===== src/rtl/alu_pkg.sv =====
`default_nettype none
// ============================================================================
//  Module      : alu_pkg
//  Description : Shared types and constants for the alu_seq execute stage.
//                It holds the op-code enum, the FSM state enum, the
//                multiply/divide sub-op enum and the default widths.
//  Revision    : 1.0  initial release
// ============================================================================
package alu_pkg;

  localparam int ALU_DATA_W = 32;
  localparam int ALU_CTRL_W = 4;

  typedef enum logic [ALU_CTRL_W-1:0] {
    OP_ADD   = 4'd0,
    OP_SUB   = 4'd1,
    OP_SLL   = 4'd2,
    OP_SLT   = 4'd3,
    OP_SLTU  = 4'd4,
    OP_XOR   = 4'd5,
    OP_SRL   = 4'd6,
    OP_SRA   = 4'd7,
    OP_OR    = 4'd8,
    OP_AND   = 4'd9,
    OP_PASSB = 4'd10,
    OP_UNDEF = 4'd11,
    OP_MUL   = 4'd12,
    OP_MULHU = 4'd13,
    OP_DIVU  = 4'd14,
    OP_REMU  = 4'd15
  } alu_op_e;

  typedef enum logic [0:0] {
    ST_IDLE = 1'b0,
    ST_ITER = 1'b1
  } alu_state_e;

  // Low two bits of the op codes 12..15 map directly onto this enum.
  typedef enum logic [1:0] {
    MD_MUL   = 2'd0,
    MD_MULHU = 2'd1,
    MD_DIVU  = 2'd2,
    MD_REMU  = 2'd3
  } muldiv_op_e;

endpackage
`default_nettype wire


===== src/rtl/alu_seq_if.sv =====
`default_nettype none
// ============================================================================
//  Module      : alu_seq_if
//  Description : Issue/result bundle between decode/operand-mux and the
//                alu_seq execute stage.
//  Ports       : Start_in, ALUop1_in, ALUop2_in, ALUctrl_in  (issue side)
//                Ready_out, Valid_out, Result_out, EQ_out, Illegal_out
//  Modports    : master = issuing stage, slave = ALU
//  Revision    : 1.0  initial release
// ============================================================================
interface alu_seq_if #(
  parameter int DATA_WIDTH = 32,
  parameter int CTRL_WIDTH = 4
);
  logic                  Start_in;
  logic [DATA_WIDTH-1:0] ALUop1_in;
  logic [DATA_WIDTH-1:0] ALUop2_in;
  logic [CTRL_WIDTH-1:0] ALUctrl_in;
  logic                  Ready_out;
  logic                  Valid_out;
  logic [DATA_WIDTH-1:0] Result_out;
  logic                  EQ_out;
  logic                  Illegal_out;

  modport master (
    output Start_in, ALUop1_in, ALUop2_in, ALUctrl_in,
    input  Ready_out, Valid_out, Result_out, EQ_out, Illegal_out
  );

  modport slave (
    input  Start_in, ALUop1_in, ALUop2_in, ALUctrl_in,
    output Ready_out, Valid_out, Result_out, EQ_out, Illegal_out
  );
endinterface
`default_nettype wire


===== src/rtl/alu_muldiv_iter.sv =====
`default_nettype none
// ============================================================================
//  Module      : alu_muldiv_iter
//  Description : Iterative radix-2 multiply (shift-add) / divide (restoring)
//                datapath with its own step counter. One step per clock,
//                DATA_WIDTH steps per operation.
//  Ports       : clk, rst       clock, synchronous active-high reset
//                start_i        load operands, counter := DATA_WIDTH
//                op_i           MUL / MULHU / DIVU / REMU
//                a_i, b_i       operands (captured on start_i)
//                done_o         high in the cycle of the last step
//                result_o       final result, valid while done_o=1
//  Revision    : 1.0  initial release
// ============================================================================
module alu_muldiv_iter
  import alu_pkg::*;
#(
  parameter int DATA_WIDTH = ALU_DATA_W
) (
  input  logic                  clk,
  input  logic                  rst,
  input  logic                  start_i,
  input  muldiv_op_e            op_i,
  input  logic [DATA_WIDTH-1:0] a_i,
  input  logic [DATA_WIDTH-1:0] b_i,
  output logic                  done_o,
  output logic [DATA_WIDTH-1:0] result_o
);

  localparam int CW = $clog2(DATA_WIDTH) + 1;

  // hi holds partial product upper half / partial remainder,
  // lo holds multiplier bits still to consume / quotient being built.
  logic [DATA_WIDTH-1:0] hi_q, hi_d, lo_q, lo_d, b_q, b_d;
  muldiv_op_e            op_q, op_d;
  logic [CW-1:0]         cnt_q, cnt_d;
  logic [DATA_WIDTH:0]   w_sum, w_trial, w_diff;
  logic                  w_is_mul;

  always_comb begin
    w_is_mul = (op_q == MD_MUL) || (op_q == MD_MULHU);
    w_sum    = {1'b0, hi_q} + (lo_q[0] ? {1'b0, b_q} : '0);
    w_trial  = {hi_q, lo_q[DATA_WIDTH-1]};
    w_diff   = w_trial - {1'b0, b_q};

    hi_d  = hi_q;
    lo_d  = lo_q;
    b_d   = b_q;
    op_d  = op_q;
    cnt_d = cnt_q;

    if (start_i) begin
      hi_d  = '0;
      lo_d  = a_i;
      b_d   = b_i;
      op_d  = op_i;
      cnt_d = CW'(DATA_WIDTH);
    end else if (cnt_q != '0) begin
      cnt_d = cnt_q - CW'(1);
      if (w_is_mul) begin
        // Add multiplicand if the current multiplier bit is set, then
        // shift the whole {hi,lo} pair right; the carry enters hi's MSB.
        hi_d = w_sum[DATA_WIDTH:1];
        lo_d = {w_sum[0], lo_q[DATA_WIDTH-1:1]};
      end else if (!w_diff[DATA_WIDTH]) begin
        // No borrow: divisor fits, keep the difference, quotient bit 1.
        hi_d = w_diff[DATA_WIDTH-1:0];
        lo_d = {lo_q[DATA_WIDTH-2:0], 1'b1};
      end else begin
        hi_d = w_trial[DATA_WIDTH-1:0];
        lo_d = {lo_q[DATA_WIDTH-2:0], 1'b0};
      end
    end
  end

  // The result is taken from the next-state values so that the owner can
  // register it on the same edge the counter goes 1 -> 0.
  always_comb begin
    done_o = (cnt_q == CW'(1)) && !start_i;
    case (op_q)
      MD_MULHU, MD_REMU: result_o = hi_d;
      default:           result_o = lo_d;
    endcase
  end

  always_ff @(posedge clk) begin
    if (rst) begin
      hi_q  <= '0;
      lo_q  <= '0;
      b_q   <= '0;
      op_q  <= MD_MUL;
      cnt_q <= '0;
    end else begin
      hi_q  <= hi_d;
      lo_q  <= lo_d;
      b_q   <= b_d;
      op_q  <= op_d;
      cnt_q <= cnt_d;
    end
  end

endmodule
`default_nettype wire


===== src/rtl/alu_seq.sv =====
`default_nettype none
// ============================================================================
//  Module      : alu_seq
//  Description : Registered, handshaked execute-stage ALU. Single-cycle ops
//                stream one per clock; MUL/MULHU/DIVU/REMU run on an
//                iterative unit and hold Ready_out low while busy.
//  Ports       : clk, rst   clock, synchronous active-high reset
//                alu_bus    alu_seq_if.slave (issue + result signals)
//  Config      : ALU_MULDIV_EN  define to build the iterative mul/div unit;
//                               otherwise codes 12..15 report Illegal_out.
//  Revision    : 1.0  initial release
// ============================================================================
module alu_seq
  import alu_pkg::*;
#(
  parameter int DATA_WIDTH = ALU_DATA_W,
  parameter int CTRL_WIDTH = ALU_CTRL_W
) (
  input  logic     clk,
  input  logic     rst,
  alu_seq_if.slave alu_bus
);

  localparam int SHW = $clog2(DATA_WIDTH);

  alu_state_e            state_q, state_d;
  logic [DATA_WIDTH-1:0] result_q, result_d;
  logic                  eq_q, eq_d;
  logic                  eq_pend_q, eq_pend_d;
  logic                  illegal_q, illegal_d;
  logic                  valid_q, valid_d;

  logic [DATA_WIDTH-1:0] w_a, w_b, w_sc_result, w_md_result;
  logic [SHW-1:0]        w_shamt;
  alu_op_e               w_op;
  logic                  w_ctrl_hi_ok, w_ready, w_accept, w_eq;
  logic                  w_illegal, w_is_iter, w_md_done;

  assign w_a     = alu_bus.ALUop1_in;
  assign w_b     = alu_bus.ALUop2_in;
  assign w_shamt = w_b[SHW-1:0];
  assign w_op    = alu_op_e'(alu_bus.ALUctrl_in[ALU_CTRL_W-1:0]);
  assign w_eq    = (w_a == w_b);

  // Op-select bits above the defined 4-bit code make the op undefined.
  generate
    if (CTRL_WIDTH > ALU_CTRL_W) begin : g_ctrl_hi
      assign w_ctrl_hi_ok = ~|alu_bus.ALUctrl_in[CTRL_WIDTH-1:ALU_CTRL_W];
    end else begin : g_ctrl_exact
      assign w_ctrl_hi_ok = 1'b1;
    end
  endgenerate

  assign w_ready  = (state_q == ST_IDLE);
  assign w_accept = alu_bus.Start_in && w_ready;

  // Single-cycle result and op classification for the presented code.
  always_comb begin
    w_sc_result = '0;
    w_illegal   = 1'b0;
    w_is_iter   = 1'b0;
    case (w_op)
      OP_ADD:   w_sc_result = w_a + w_b;
      OP_SUB:   w_sc_result = w_a - w_b;
      OP_SLL:   w_sc_result = w_a << w_shamt;
      OP_SLT:   w_sc_result = {{(DATA_WIDTH-1){1'b0}}, ($signed(w_a) < $signed(w_b))};
      OP_SLTU:  w_sc_result = {{(DATA_WIDTH-1){1'b0}}, (w_a < w_b)};
      OP_XOR:   w_sc_result = w_a ^ w_b;
      OP_SRL:   w_sc_result = w_a >> w_shamt;
      OP_SRA:   w_sc_result = $unsigned($signed(w_a) >>> w_shamt);
      OP_OR:    w_sc_result = w_a | w_b;
      OP_AND:   w_sc_result = w_a & w_b;
      OP_PASSB: w_sc_result = w_b;
`ifdef ALU_MULDIV_EN
      OP_MUL, OP_MULHU: w_is_iter = 1'b1;
      // Division by zero has a fixed answer, so it never occupies the unit.
      OP_DIVU: begin
        if (w_b == '0) w_sc_result = '1;
        else           w_is_iter   = 1'b1;
      end
      OP_REMU: begin
        if (w_b == '0) w_sc_result = w_a;
        else           w_is_iter   = 1'b1;
      end
`endif
      default:  w_illegal = 1'b1;
    endcase
    if (!w_ctrl_hi_ok) begin
      w_sc_result = '0;
      w_illegal   = 1'b1;
      w_is_iter   = 1'b0;
    end
  end

`ifdef ALU_MULDIV_EN
  logic w_md_start;
  assign w_md_start = w_accept && w_is_iter;

  alu_muldiv_iter #(
    .DATA_WIDTH (DATA_WIDTH)
  ) u_muldiv (
    .clk      (clk),
    .rst      (rst),
    .start_i  (w_md_start),
    .op_i     (muldiv_op_e'(w_op[1:0])),
    .a_i      (w_a),
    .b_i      (w_b),
    .done_o   (w_md_done),
    .result_o (w_md_result)
  );
`else
  assign w_md_done   = 1'b0;
  assign w_md_result = '0;
`endif

  // Next-state and output-register logic. Results and flags are held
  // between Valid_out pulses; the equality of an iterative op's operands
  // is parked until that op completes.
  always_comb begin
    state_d   = state_q;
    result_d  = result_q;
    eq_d      = eq_q;
    eq_pend_d = eq_pend_q;
    illegal_d = illegal_q;
    valid_d   = 1'b0;
    case (state_q)
      ST_IDLE: begin
        if (w_accept) begin
          if (w_is_iter) begin
            state_d   = ST_ITER;
            eq_pend_d = w_eq;
          end else begin
            result_d  = w_sc_result;
            eq_d      = w_eq;
            illegal_d = w_illegal;
            valid_d   = 1'b1;
          end
        end
      end
      ST_ITER: begin
        if (w_md_done) begin
          state_d   = ST_IDLE;
          result_d  = w_md_result;
          eq_d      = eq_pend_q;
          illegal_d = 1'b0;
          valid_d   = 1'b1;
        end
      end
      default: state_d = ST_IDLE;
    endcase
  end

  always_ff @(posedge clk) begin
    if (rst) begin
      state_q   <= ST_IDLE;
      result_q  <= '0;
      eq_q      <= 1'b0;
      eq_pend_q <= 1'b0;
      illegal_q <= 1'b0;
      valid_q   <= 1'b0;
    end else begin
      state_q   <= state_d;
      result_q  <= result_d;
      eq_q      <= eq_d;
      eq_pend_q <= eq_pend_d;
      illegal_q <= illegal_d;
      valid_q   <= valid_d;
    end
  end

  assign alu_bus.Ready_out   = w_ready;
  assign alu_bus.Valid_out   = valid_q;
  assign alu_bus.Result_out  = result_q;
  assign alu_bus.EQ_out      = eq_q;
  assign alu_bus.Illegal_out = illegal_q;

endmodule
`default_nettype wire


===== src/flat_wrapper.sv =====
// flat-port wrapper written by rule: the top's interface ports become plain ports
module alu_seq_flat import alu_pkg::*;
#(
  parameter int DATA_WIDTH = ALU_DATA_W,
  parameter int CTRL_WIDTH = ALU_CTRL_W
)
  (clk, rst, alu_bus_Start_in, alu_bus_ALUop1_in, alu_bus_ALUop2_in, alu_bus_ALUctrl_in, alu_bus_Ready_out, alu_bus_Valid_out, alu_bus_Result_out, alu_bus_EQ_out, alu_bus_Illegal_out);
  alu_seq_if #(.DATA_WIDTH(DATA_WIDTH), .CTRL_WIDTH(CTRL_WIDTH)) alu_bus_i ();
  input  logic clk;
  input  logic rst;
  input wire logic [$bits(alu_bus_i.Start_in)-1:0] alu_bus_Start_in;
  input wire logic [$bits(alu_bus_i.ALUop1_in)-1:0] alu_bus_ALUop1_in;
  input wire logic [$bits(alu_bus_i.ALUop2_in)-1:0] alu_bus_ALUop2_in;
  input wire logic [$bits(alu_bus_i.ALUctrl_in)-1:0] alu_bus_ALUctrl_in;
  output wire logic [$bits(alu_bus_i.Ready_out)-1:0] alu_bus_Ready_out;
  output wire logic [$bits(alu_bus_i.Valid_out)-1:0] alu_bus_Valid_out;
  output wire logic [$bits(alu_bus_i.Result_out)-1:0] alu_bus_Result_out;
  output wire logic [$bits(alu_bus_i.EQ_out)-1:0] alu_bus_EQ_out;
  output wire logic [$bits(alu_bus_i.Illegal_out)-1:0] alu_bus_Illegal_out;
  assign alu_bus_i.Start_in = alu_bus_Start_in;
  assign alu_bus_i.ALUop1_in = alu_bus_ALUop1_in;
  assign alu_bus_i.ALUop2_in = alu_bus_ALUop2_in;
  assign alu_bus_i.ALUctrl_in = alu_bus_ALUctrl_in;
  assign alu_bus_Ready_out = alu_bus_i.Ready_out;
  assign alu_bus_Valid_out = alu_bus_i.Valid_out;
  assign alu_bus_Result_out = alu_bus_i.Result_out;
  assign alu_bus_EQ_out = alu_bus_i.EQ_out;
  assign alu_bus_Illegal_out = alu_bus_i.Illegal_out;
  alu_seq #(.DATA_WIDTH(DATA_WIDTH), .CTRL_WIDTH(CTRL_WIDTH)) u_core (.clk(clk), .rst(rst), .alu_bus(alu_bus_i));
endmodule

===== config.mk =====
export PLATFORM = sky130hd
export DESIGN_NAME = alu_seq_flat
export DESIGN_NICKNAME = d
export VERILOG_FILES = /design/src/rtl/alu_pkg.sv /design/src/rtl/alu_seq_if.sv /design/src/rtl/alu_muldiv_iter.sv /design/src/rtl/alu_seq.sv /design/src/flat_wrapper.sv
export SDC_FILE = /design/constraint.sdc
export NUM_CORES = 1
export LEC_CHECK = 0
export CAP_MARGIN = 10
export CELL_PAD_IN_SITES_DETAIL_PLACEMENT = 1
export CELL_PAD_IN_SITES_GLOBAL_PLACEMENT = 1
export CORE_ASPECT_RATIO = 1.4
export CORE_MARGIN = 2
export CORE_UTILIZATION = 43
export DETAILED_ROUTE_END_ITERATION = 8
export MAX_ROUTING_LAYER = met4
export PLACE_DENSITY_LB_ADDON = 0.1
export SETUP_SLACK_MARGIN = 0.15
export SYNTH_ARGS = -nofsm -noshare
export SYNTH_HDL_FRONTEND = slang
export SYNTH_SLANG_ARGS = --single-unit

===== constraint.sdc =====
create_clock -name clk -period 4.9 [get_ports clk]
set_input_delay 0.49 -clock clk [delete_from_list [all_inputs] [get_ports clk]]
set_output_delay 0.49 -clock clk [all_outputs]
set_load 0.01 [all_outputs]

* Word-level counts from Yosys, hierarchy flattened
Index checks and enable logic that the tools add are counted.
** Word-level totals
- Register bits after elaboration :: 36
- Input bits :: 71
- Output and inout bits :: 36
- Logic and storage cells :: 43
** Operators by class
- Add/subtract/negate cells :: 2
- $lt $le $gt $ge :: 2
- Equal/unequal tests :: 12
- Shifts and indexed selects :: 3
- Muxes and demuxes :: 11
- Bitwise logic cells :: 4
- Reduce and logical (&&, ||, !) cells :: 4
** Operators by type and width (number)
- $pmux 32 s11 :: 1
- $lt 32x32->1 :: 2
- $mux 32 :: 2
- $add 32x32->32 :: 1
- $and 32x32->32 :: 1
- $eq 32x32->1 :: 1
- $or 32x32->32 :: 1
- $shl 32x5->32 :: 1
- $shr 32x5->32 :: 1
- $sshr 32x5->32 :: 1
- $sub 32x32->32 :: 1
- $xor 32x32->32 :: 1
- $eq 4x3->1 const B :: 4
- $eq 4x4->1 const B :: 3
- $reduce_or 11->1 :: 1
- $eq 4x2->1 const B :: 2
- $mux 1 :: 6
- $eq 4x1->1 const B :: 1
- $logic_not 4->1 :: 1
- $pmux 1 s2 :: 2
- $ne 2x2->1 const B :: 1
- $reduce_and 2->1 :: 1
- $logic_and 1x1->1 :: 1
- $not 1->1 :: 1

* Depth between registers and ports, before layout
- Depth in word-level cells :: 5
- Gate-level depth with buffers :: 17
- Depth with buffers taken out :: 12

* Worst setup path before layout
Ideal clock, no wire load.
- Path type :: input -> register
- Start :: input port alu_bus_ALUop2_in[2]
- End :: register u_core.result_q[18], in the netlist u_core.alu_bus.Result_out[18]
- Library setup time :: 0.132 ns
- Arrival time :: 3.754 ns
- Data required time :: 4.768 ns
- Setup slack :: 1.014 ns
- Stages :: 17
- Buffers on the path :: 6
- Path through :: buf_2 inv_1 buf_2 buf_2 buf_2 buf_2 ha_1 buf_2 o21bai_1 a211oi_1 a21oi_1 nor2_1 o311a_1 o31a_1 or2_0 a221oi_1 a311oi_1
** Between the ends
- Word-level cells in the longest chain between the ends :: 4
- Elaborated cells on any way between the ends :: 8
- Classes of those cells :: add/sub (2); shift (3); mux (3)
** Ends and longest elaborated chain
- start: declaration :: RTL line flat_wrapper.sv:13 : input wire logic [$bits(alu_bus_i.ALUop2_in)-1:0] alu_bus_ALUop2_in;
- $sub 32x32->32 (tied with other cells) :: RTL line alu_seq.sv:64 : OP_SUB: w_sc_result = w_a - w_b;
- $pmux 32 s11 (*) :: RTL line alu_seq.sv:62 : case (w_op)
- $mux 32 (*) :: RTL line alu_seq.sv:128 : if (w_accept) begin
- $mux 32 (*) :: RTL line alu_seq.sv:126 : case (state_q)
- end signal: assignment :: RTL line alu_seq.sv:163 : result_q <= result_d;
- end: declaration :: RTL line alu_seq.sv:27 : logic [DATA_WIDTH-1:0] result_q, result_d;
Mark *: on every way between the ends. The rest lies on a longest branch, timed or not. The select of a mux whose other input is x is not followed.
A chain may end at the register's enable or synchronous reset.

* Worst setup path in the final report
- Start :: input port alu_bus_ALUop1_in[11]
- End :: register u_core.result_q[25], in the netlist u_core.alu_bus.Result_out[25]
** Between the ends
- Word-level cells in the longest chain between the ends :: 4
- Elaborated cells on any way between the ends :: 8
- Classes of those cells :: add/sub (2); shift (3); mux (3)
** Ends and longest elaborated chain
- start: declaration :: RTL line flat_wrapper.sv:12 : input wire logic [$bits(alu_bus_i.ALUop1_in)-1:0] alu_bus_ALUop1_in;
- $sub 32x32->32 (tied with other cells) :: RTL line alu_seq.sv:64
- $pmux 32 s11 (*) :: RTL line alu_seq.sv:62
- $mux 32 (*) :: RTL line alu_seq.sv:128
- $mux 32 (*) :: RTL line alu_seq.sv:126
Marked as above.

==> summary.txt <==
Clock tree
  • H-tree depth: 2
  • TritonCTS buffer count: 5
  • Clock-pin slew on the worst setup and hold paths: 0.06 ns
  • Worst skew pair latency: 0.30 ns
  • Hold buffers post-CTS: 0
  • Clk sinks: 35
  • Bufs on Longest Clock Path: 2
  • TritonCTS clock tree: done
  • # resized after CTS: 0
  • Root Buffer: clkbuf_16
  • Post-CTS Setup Bufs: 0

STA
  • Final setup viols: 0
  • Period utilisation layout: 90.28%
  • Setup TNS: 0 ns
  • Worst-Margin Slew: between 1 and 1.5 ns
  • Fin Hold WS: 0.4724 ns
  • Max frequency: 0.2261 GHz
  • RSZ-0062 raised after global routing: no
  • Final Skew: 0 ns
  • Slew margin rel.: ~19%
  • Max-slew violations: 0
  • Final Hold Vio Count: 0
  • Tmin final: 4.424 ns

Finish
  • Post-Layout Inst Area: roughly 12000 um^2
  • Syn-to-layout area delta: 15.07%
  • Antenna cells: 0
  • Fraction of layout cells with a size suffix above 1: between 10 and 15%
  • Final nets: ~1.8k
  • Finished Layout Cells: ~1.9k
  • Final core area utilization: 50.55%

Floorplan
  • Floorplan die area: 25870 um^2
  • Cell Rows: 67
  • Initial Util: between 40% and 50%
  • Total core area: 24060 um^2
  • Die H: 189.5 um
  • Ports: 107
  • Die X: 136.5 um

Logic synthesis
  • Top-count cell post-synth: nor2_1
  • Syn_nets: about 1.7k
  • Yosys warns: 0
  • Synth cell count leaders: nor2_1 (156), a21oi_1 (154), nand2_1 (146)
  • Post-synth cell types: 91
  • Synthesized area: 10570 um^2
  • Asr flop ratio synth: 0%
  • Post-synth EDFFs: 0
  • Synth Flop Type: dfxtp_1
  • Post-synthesis sequential area ratio: under 10%
  • Mean Syn Cell Area: about 7.0 um^2
  • Top post-synthesis cells by area: ha_1 (12%), a21oi_1 (7.3%), mux4_2 (7.0%), dfxtp_1 (6.6%), nor2_1 (5.5%)
  • Yosys top cell area share: 11.72%
  • Flops & latches, synth: 35
  • Synth area leader: ha_1
  • Synth Instances: about 1.5k

Placed design
  • DP HPWL: 49.40 mm
  • GP Congestion: 1.055
  • PortBufs: 105
  • Dpl cell area: about 12000 um^2
  • Placed Cells: 1883

Critical path
  • Max stage delay on crit path: approximately 0.8 ns
  • Worst Setup SP: alu_bus_ALUop1_in[11]
  • Slowest stage cell on the critical path: clkdlybuf4s50_1
  • Endpoint class of the critical path: flop
  • Crit path required time: 5.09 ns
  • CP endpoint: u_core.alu_bus.Result_out[25]
  • CP bufs+invs: 2
  • R2R Path Start: u_core.alu_bus.Result_out[25]
  • Largest delay share family, worst path: simple AND/OR/NAND/NOR gates
  • R2R Path End: u_core.alu_bus.Result_out[25]
  • R2r worst-path depth: 6
  • Crit. path cell count: 12
  • Arrival time at the worst endpoint: about 4.6 ns
  • CP max FO: 12
  • Critical Setup Path Class: in2reg
  • CP Cell Sequence: clkdlybuf4s50_1 -> inv_1 -> ha_1 -> nand4_1 -> nor3_1 -> nor4b_1 -> nor2_1 -> a31oi_1 -> nand2_1 -> and3_1 -> nor4b_1 -> nor3_1
  • Crit path launch type: input port
  • Reg-to-reg slack, setup: about 3.1 ns

Routing
  • Residual DRC: 0
  • WL/cell: 33.46 um
  • DR pass1 iterations: 5
  • Post-route ant nets: 0
  • Initial DRC count: between 1.5k and 2k
  • Vias/cell: about 7.3
  • Vias post-DR: about 14k
  • Drt total wl: 63.23 mm

Global routing
  • Grt ovf: 0
  • First-pass GRT wire length: 91.41 mm
  • Pin count of the biggest net entering global routing: 87
  • Initial antenna violation count: 0
  • Gr usage total: between 40% and 50%
  • Vias in the first global route: about 14k

Power and ir drop
  • Maximum VDD drop: 119.3 uV
  • Leak pwr: roughly 4.9 nW
  • PwrDens: ~170 nW/um^2

Status
  • Status: finished clean

Worst hold path
  • HP Class: reg2reg

Job
  • MaxCap Viol Count: 0
==> per-layer routing <==
metal	track usage (%)	share of wire [%]	up-vias
li1	-	-	5804
met1	58.69	37	6804
met2	74.50	45	959
met3	10.55	10	311
met4	32.65	8.1	0
met5	-	0	-
==> metrics by stage <==
step                      total power (W)  setup WS, ns
after floorplan                  0.001092         1.014
after CTS                        0.001987        0.6941
after global routing             0.002112        0.3617
after detailed placement         0.001629        0.3697
after global placement           0.001607        0.5033
final                            0.002052        0.4762
==> logic make-up (layout without fill, tap and decap cells) <==
family                     after synthesis  count (layout)  synth area share, %
muxes                                  114             114                15.09
DFF                                     35              35                6.630
and+or+nand+nor                        481             481                21.03
buffers and inverters                  219             281                8.760
xor gates and xnor gates                 9               9               0.7458
AOI/OAI and AO/OA                      558             558                35.61
adders and majority gates              101             101                12.10
other                                    1               1              0.03548
==> power breakdown <==
group | switching, W | total, W | internal (W)
Clock | 0.000156 | 0.000356 | 0.000200
Sequential | 0.0000159 | 0.000317 | 0.000301
Combinational | 0.000903 | 0.00138 | 0.000476
Total | 0.00108 | 0.00205 | 0.000977
==> layout by cell type (no fill, tap or decap), drive strengths merged, types with 10 or more instances in the layout <==
master         Yosys  final
a21o              19     19
buf               49     74
a211oi            31     31
o21bai            17     17
or3               11     11
o31ai             13     13
mux2              23     23
o221ai            13     13
a221oi            21     21
nor3              39     39
a21oi            157    157
mux2i             58     58
nand2            146    146
nor2b             16     16
a221o             10     10
clkdlybuf4s50      0    101
o211ai            35     35
a22oi             26     26
nand3             23     23
ha                99     99
and2              11     11
o22ai             23     23
dfxtp             35     35
nor2             156    156
nand2b            20     20
nor4              18     18
inv               98     98
mux4              33     33
a2111oi           11     11
o21ai             95     95
a31oi             21     21
==> worst reg2reg max path, cell delays in order (launching register included) <==
cell and delay (ns):
dfxtp_1 0.36, a222oi_1 0.39, o221ai_1 0.20, a21oi_1 0.14, o21ai_1 0.17, nor4b_1 0.37
nor3_1 0.08
==> area by class of cell <==
cell class | count | area, um^2
Clock inverter | 1 | 5.005
Clock buffer | 6 | 138.9
Fill cell | 3102 | 11900
Tap cell | 310 | 387.9
Multi-Input combinational cell | 1264 | 8959
Inverter | 99 | 371.6
Sequential cell | 35 | 700.7
Timing Repair Buffer | 175 | 1599
==> worst min-delay path by stage <==
stage	start	endpoint	cells past startpoint	slack (ns)
final	u_core.alu_bus.Result_out[9]	u_core.alu_bus.Result_out[9]	2	0.47
after global routing	u_core.alu_bus.Result_out[9]	u_core.alu_bus.Result_out[9]	2	0.49
after CTS	u_core.alu_bus.Result_out[9]	u_core.alu_bus.Result_out[9]	2	0.48
after detailed placement	u_core.alu_bus.Result_out[14]	u_core.alu_bus.Result_out[14]	2	0.46
after global placement	u_core.alu_bus.Result_out[17]	u_core.alu_bus.Result_out[17]	2	0.45
after floorplan	u_core.alu_bus.Result_out[17]	u_core.alu_bus.Result_out[17]	2	0.48
==> state kept, by name (all words and copies together), names as in the netlist <==
name	cells
u_core.alu_bus.Result_out	32
u_core.alu_bus.Valid_out	1
u_core.alu_bus.Illegal_out	1
u_core.alu_bus.EQ_out	1
Power figures use the tool's default switching activity.
